`config.mk`:
```
export PLATFORM = sky130hd
export DESIGN_NAME = alu_exec_unit
export DESIGN_NICKNAME = d
export VERILOG_FILES = /design/src/rtl/alu_exec_unit.sv
export SDC_FILE = /design/constraint.sdc
export NUM_CORES = 1
export LEC_CHECK = 0
export CAP_MARGIN = 10
export CORE_ASPECT_RATIO = 0.5
export CORE_UTILIZATION = 51
export CTS_BUF_LIST = sky130_fd_sc_hd__clkbuf_8
export DETAILED_ROUTE_END_ITERATION = 16
export PLACE_DENSITY_LB_ADDON = 0.25
export SKIP_CTS_REPAIR_TIMING = 1
export SYNTH_ARGS = -nofsm -noshare
export SYNTH_HDL_FRONTEND = slang
export SYNTH_SLANG_ARGS = --single-unit
```
`constraint.sdc`:
```
create_clock -name clk -period 8.1 [get_ports clk]
set_input_delay 1.62 -clock clk [delete_from_list [all_inputs] [get_ports clk]]
set_output_delay 1.62 -clock clk [all_outputs]
set_load 0.005 [all_outputs]
```
`src/rtl/alu_exec_unit.sv`:
```
// Execute-stage ALU with registered result and valid/ready handshakes on both sides.
// Build option ALU_FAST_SHIFT_EN selects a single-cycle barrel shifter; otherwise shifts take 1 bit per cycle.
module alu_exec_unit #(
  parameter int XLEN = 32,
  localparam int SHW = $clog2(XLEN)
) (
  input  logic            clk,
  input  logic            rst,
  input  logic            in_valid,
  output logic            in_ready,
  input  logic [3:0]      aluctr,
  input  logic [XLEN-1:0] op_a,
  input  logic [XLEN-1:0] op_b,
  input  logic            flush,
  output logic            out_valid,
  input  logic            out_ready,
  output logic [XLEN-1:0] result,
  output logic            zero,
  output logic            busy
);

  // Handshakes: a transfer happens on a rising edge where valid and ready are both high.
  localparam logic [3:0] ALU_ADD  = 4'h0;
  localparam logic [3:0] ALU_SLL  = 4'h1;
  localparam logic [3:0] ALU_SLT  = 4'h2;
  localparam logic [3:0] ALU_SLTU = 4'h3;
  localparam logic [3:0] ALU_XOR  = 4'h4;
  localparam logic [3:0] ALU_SRL  = 4'h5;
  localparam logic [3:0] ALU_OR   = 4'h6;
  localparam logic [3:0] ALU_AND  = 4'h7;
  localparam logic [3:0] ALU_SUB  = 4'h8;
  localparam logic [3:0] ALU_SRA  = 4'hD;

  localparam logic [1:0] ST_IDLE  = 2'd0;
`ifndef ALU_FAST_SHIFT_EN
  localparam logic [1:0] ST_SHIFT = 2'd1;
`endif
  localparam logic [1:0] ST_DONE  = 2'd2;

  logic [1:0]      state_q, state_d;
  logic [XLEN-1:0] result_q, result_d;
  logic            zero_q, zero_d;

  function automatic logic [XLEN-1:0] calc(input logic [3:0] op,
                                           input logic [XLEN-1:0] a,
                                           input logic [XLEN-1:0] b);
    logic [SHW-1:0] sh;
    sh = b[SHW-1:0];
    case (op)
      ALU_ADD:  calc = a + b;
      ALU_SUB:  calc = a - b;
      ALU_SLT:  calc = {{(XLEN-1){1'b0}}, ($signed(a) < $signed(b))};
      ALU_SLTU: calc = {{(XLEN-1){1'b0}}, (a < b)};
      ALU_XOR:  calc = a ^ b;
      ALU_OR:   calc = a | b;
      ALU_AND:  calc = a & b;
`ifdef ALU_FAST_SHIFT_EN
      ALU_SLL:  calc = a << sh;
      ALU_SRL:  calc = a >> sh;
      ALU_SRA:  calc = $unsigned($signed(a) >>> sh);
`else
      // Only reached with shamt 0; non-zero amounts go through the iterative path.
      ALU_SLL, ALU_SRL, ALU_SRA: calc = (sh == '0) ? a : '0;
`endif
      default:  calc = '0;
    endcase
  endfunction

`ifndef ALU_FAST_SHIFT_EN
  logic [3:0]      op_q, op_d;
  logic [XLEN-1:0] work_q, work_d;
  logic [SHW-1:0]  cnt_q, cnt_d;
  logic [XLEN-1:0] step_in, step_out;
  logic [3:0]      step_op;
  logic            in_is_shift;
  logic [SHW-1:0]  in_shamt;

  assign in_is_shift = (aluctr == ALU_SLL) || (aluctr == ALU_SRL) || (aluctr == ALU_SRA);
  assign in_shamt    = op_b[SHW-1:0];
  assign step_op     = (state_q == ST_IDLE) ? aluctr : op_q;
  assign step_in     = (state_q == ST_IDLE) ? op_a : work_q;

  always_comb begin
    step_out = step_in;
    case (step_op)
      ALU_SLL: step_out = {step_in[XLEN-2:0], 1'b0};
      ALU_SRL: step_out = {1'b0, step_in[XLEN-1:1]};
      ALU_SRA: step_out = {step_in[XLEN-1], step_in[XLEN-1:1]};
      default: step_out = step_in;
    endcase
  end
`endif

  always_comb begin
    state_d  = state_q;
    result_d = result_q;
    zero_d   = zero_q;
`ifndef ALU_FAST_SHIFT_EN
    op_d     = op_q;
    work_d   = work_q;
    cnt_d    = cnt_q;
`endif
    case (state_q)
      ST_IDLE: begin
        if (in_valid) begin
`ifndef ALU_FAST_SHIFT_EN
          op_d = aluctr;
          if (in_is_shift && in_shamt != '0) begin
            // The accept edge performs the first 1-bit step, so cnt holds steps still to do.
            work_d = step_out;
            cnt_d  = in_shamt - SHW'(1);
            if (in_shamt == SHW'(1)) begin
              result_d = step_out;
              zero_d   = (step_out == '0);
              state_d  = ST_DONE;
            end else begin
              state_d  = ST_SHIFT;
            end
          end else begin
            result_d = calc(aluctr, op_a, op_b);
            zero_d   = (calc(aluctr, op_a, op_b) == '0);
            state_d  = ST_DONE;
          end
`else
          result_d = calc(aluctr, op_a, op_b);
          zero_d   = (calc(aluctr, op_a, op_b) == '0);
          state_d  = ST_DONE;
`endif
        end
      end
`ifndef ALU_FAST_SHIFT_EN
      ST_SHIFT: begin
        work_d = step_out;
        cnt_d  = cnt_q - SHW'(1);
        if (cnt_q == SHW'(1)) begin
          result_d = step_out;
          zero_d   = (step_out == '0);
          state_d  = ST_DONE;
        end
      end
`endif
      ST_DONE: begin
        if (out_ready) state_d = ST_IDLE;
      end
      default: state_d = ST_IDLE;
    endcase
    if (flush) begin
      state_d  = ST_IDLE;
      result_d = result_q;
      zero_d   = zero_q;
`ifndef ALU_FAST_SHIFT_EN
      cnt_d    = '0;
`endif
    end
  end

  always_ff @(posedge clk) begin
    if (rst) begin
      state_q  <= ST_IDLE;
      result_q <= '0;
      zero_q   <= 1'b1;
`ifndef ALU_FAST_SHIFT_EN
      op_q     <= '0;
      work_q   <= '0;
      cnt_q    <= '0;
`endif
    end else begin
      state_q  <= state_d;
      result_q <= result_d;
      zero_q   <= zero_d;
`ifndef ALU_FAST_SHIFT_EN
      op_q     <= op_d;
      work_q   <= work_d;
      cnt_q    <= cnt_d;
`endif
    end
  end

  assign in_ready  = (state_q == ST_IDLE);
  assign out_valid = (state_q == ST_DONE);
  assign busy      = (state_q != ST_IDLE);
  assign result    = result_q;
  assign zero      = zero_q;

endmodule

```
==> key figures <==
Synthesis
  – Syn Nets: 1641
  – FFs w/ async S/R, synth: 0%
  – Count leader, synth: nor2_1
  – Top cell type's share of synthesized area: 15.0%
  – Seq cells post-synth: 76
  – Post-Synthesis Cells: 1459
  – Synth cell types: 98
  – Ranking of synthesized cells by area: dfxtp_1 15%, ha_1 13%, nor2_1 8.4%
  – Commonest cells in the synthesized netlist: 227 x nor2_1, 135 x a21oi_1, 107 x ha_1, 102 x nand2_1, 101 x inv_1
  – Netlist Area Pre-Place: 10200 um2
  – Seq/Total Area, Yosys: 15.0%
  – Syn avg cell area: 6.97 um2
  – Yosys top cell by area: dfxtp_1
  – Yosys warns: 0
  – Main synth FF type: dfxtp_1
  – Post-synth EDFFs: 0

Global route
  – Global-route wire length before repair: 64900 um
  – Grt ovf: 0
  – Initial antenna violation count: 2
  – Vias in the first global route: 10976
  – Largest net degree at the start of global routing: 73
  – Total global-route track usage: 41.1%

Floorplan
  – Core Box Area: 19500 um2
  – Initial core utilization: 52.1%
  – Site Rows: 36
  – Die span in x: 202 um
  – # IOs: 109
  – Die ar.: 20500 um2
  – Chip height: 102 um

Setup path
  – Crit. End Element: register
  – Crit Path Class: in -> reg
  – Req. time, crit path: 8.40 ns
  – Worst Path Buf+Inv: 2
  – Worst-path cell chain: clkdlybuf4s50_1, ha_1, inv_1, fa_1, nor2b_1, o311ai_2, a211oi_1, nor3_1, o21ai_0, a211oi_1, o21a_1, o32ai_1, a2111oi_0, nand4_1, o211ai_2
  – CP Launch Type: input pin
  – CP top delay family: compound AO/OA/AOI/OAI gates
  – Max incr delay on CP: 0.65 ns
  – Worst path most repeated cell: a211oi_1
  – CP max-delay cell: clkdlybuf4s50_1
  – Arr. time, crit path: 6.22 ns
  – Peak fanout along the critical path: 7

STA
  – Worst-Margin Slew: 1.25 ns
  – Max Fclk: 169 MHz
  – Setup ws final: 2.18 ns
  – Setup Skew: 0.0127 ns
  – Total negative setup slack: 0 ns
  – WHS: 0.461 ns
  – RSZ-0062 raised after global routing: no
  – Final setup vio count: 0
  – Slew Limit Fails: 0
  – Crit path time final: 5.92 ns
  – Max_slew headroom: 16.1%
  – Post-route clock period utilization: 73.0%
  – Hold Vio Cnt, Final: 0

CTS
  – H-tree levels: 3
  – Clock Path Buffers: 2
  – Cts bufs inserted: 9
  – Clock latency on the worst-skew pair: 0.37 ns
  – Clock slew at reported path FFs: 0.09 ns
  – CTS tree: done
  – Root buf cell: clkbuf_8
  – # clock sinks: 76

Place
  – PortBufs: 108
  – Gpl congestion: 1.05
  – Post-DP HPWL: 33400 um
  – Pre-CTS setup slack: 1.99 ns

Cells and area
  – Layout cells sized above 1: 6.17%
  – Final net count: 1685
  – Filler cells: 1825
  – Fin util: 59.5%
  – Layout area overhead: 14.2%

Power
  – Power density over the cells: 125 nW/um2
  – Total power: 1450 uW
  – Peak VDD IR: 0.000167 V
  – P_leak: 0.00475 uW

Run status
  – Status: finished, final reports clean

Detailed routing
  – Post-DR vias/cell: 6.82
  – Via count: 12100
  – DRT iter0 DRCs: 1782
  – Drt drc: 0
  – Routed length per instance: 24.2 um
  – Routed WL: 43000 um
  – DRT antenna net count: 0
  – Pre-antenna DRT Iters: 6

Hold path
  – Hold WC Path Type: reg -> reg

Job
  – Max_cap viols: 0
==> cell type report <==
| cell class | count | area (um2) | area share [%] |
|---|---|---|---|
| antenna | 1 | 2.50 | 0.0216 |
| sequential | 76 | 1520 | 13.1 |
| multi-input combinational | 1182 | 7890 | 68.0 |
| clock buffer | 10 | 138 | 1.19 |
| timing repair buffer | 131 | 1240 | 10.7 |
| clock inverter | 6 | 95.1 | 0.819 |
| tap | 266 | 333 | 2.87 |
| inverter | 103 | 387 | 3.33 |
==> cell families (layout without fill, tap and decap cells) <==
logic type,after synthesis,after routing,synth area share [%]
compound gates,506,506,34.7
xor+xnor,14,14,1.28
fa+ha+maj,109,109,13.6
buf+inv,201,250,7.97
flops,76,76,15.0
mux,44,44,4.38
other cells,0,1,0
simple gates,509,509,23.1
==> power by group <==
part	switching, uW	internal, uW	total, uW
combinational	460	246	705
clock	151	184	336
sequential	13.7	393	407
==> registers in the layout, indices dropped and copies added (netlist names) <==
signal	flops
zero	1
state_q	2
op_q	4
cnt_q	5
work_q	32
result	32
==> cell usage in the layout, fill, tap and decap left out, types with 9 or more instances in the layout <==
| master | n |
|---|---|
| buf_4 | 23 |
| o21a_1 | 10 |
| o211ai_1 | 13 |
| o22a_1 | 9 |
| o22ai_1 | 29 |
| clkbuf_8 | 10 |
| nor2b_1 | 13 |
| ha_1 | 107 |
| a21o_1 | 10 |
| a211oi_1 | 68 |
| a21oi_1 | 134 |
| nand2_1 | 102 |
| mux2i_1 | 40 |
| nor2_1 | 225 |
| inv_1 | 101 |
| clkdlybuf4s50_1 | 106 |
| o31ai_1 | 14 |
| o21ai_0 | 74 |
| xnor2_1 | 12 |
| nand3_1 | 23 |
| a222oi_1 | 10 |
| nor4_1 | 18 |
| nand2b_1 | 9 |
| or3_1 | 9 |
| a221o_1 | 14 |
| dfxtp_1 | 76 |
| nand4_1 | 16 |
| nor3_1 | 42 |
==> worst register-to-register path, cell delays in order, from the launching register on <==
cell      delay [ns]
dfxtp_1         0.40
or2_1           0.29
inv_2           0.06
buf_4           0.34
nand2_1         0.19
a21o_1          0.77
o22ai_1         0.24
nor2_1          0.22
nand4_1         0.16
nor4_1          0.29
nand3_1         0.11
nor2_1          0.16
nand4_1         0.19
o211ai_2        0.11
==> stage by stage <==
step,area (um2),std cells
after CTS,11600,1774
after detailed placement,11400,1758
after global placement,11400,1758
final,11600,1775
after global routing,11600,1774
after floorplan,10200,1459
==> worst paths after layout <==
path / from / to / slack [ns] / cells past startpoint
worst min-delay path: result[24]$_SDFFE_PP0P_ / result[24]$_SDFFE_PP0P_ / 0.46 / 2
worst min register to register: result[24]$_SDFFE_PP0P_ / result[24]$_SDFFE_PP0P_ / 0.46 / 2
worst max-delay path: op_b[0] / zero$_SDFFE_PP1P_ / 2.18 / 15
worst max register to register: state_q[0]$_SDFFE_PP0P_ / zero$_SDFFE_PP1P_ / 4.51 / 13
==> metal layers <==
metal,GRT usage [%],share of wire [%],vias up
met1,59.9,45,5750
li1,-,-,5455
met5,0,0.026,-
met2,58.6,39,802
met4,7.58,1.7,2
met3,13.5,15,91
No activity file was read; power rests on OpenSTA's default activity.
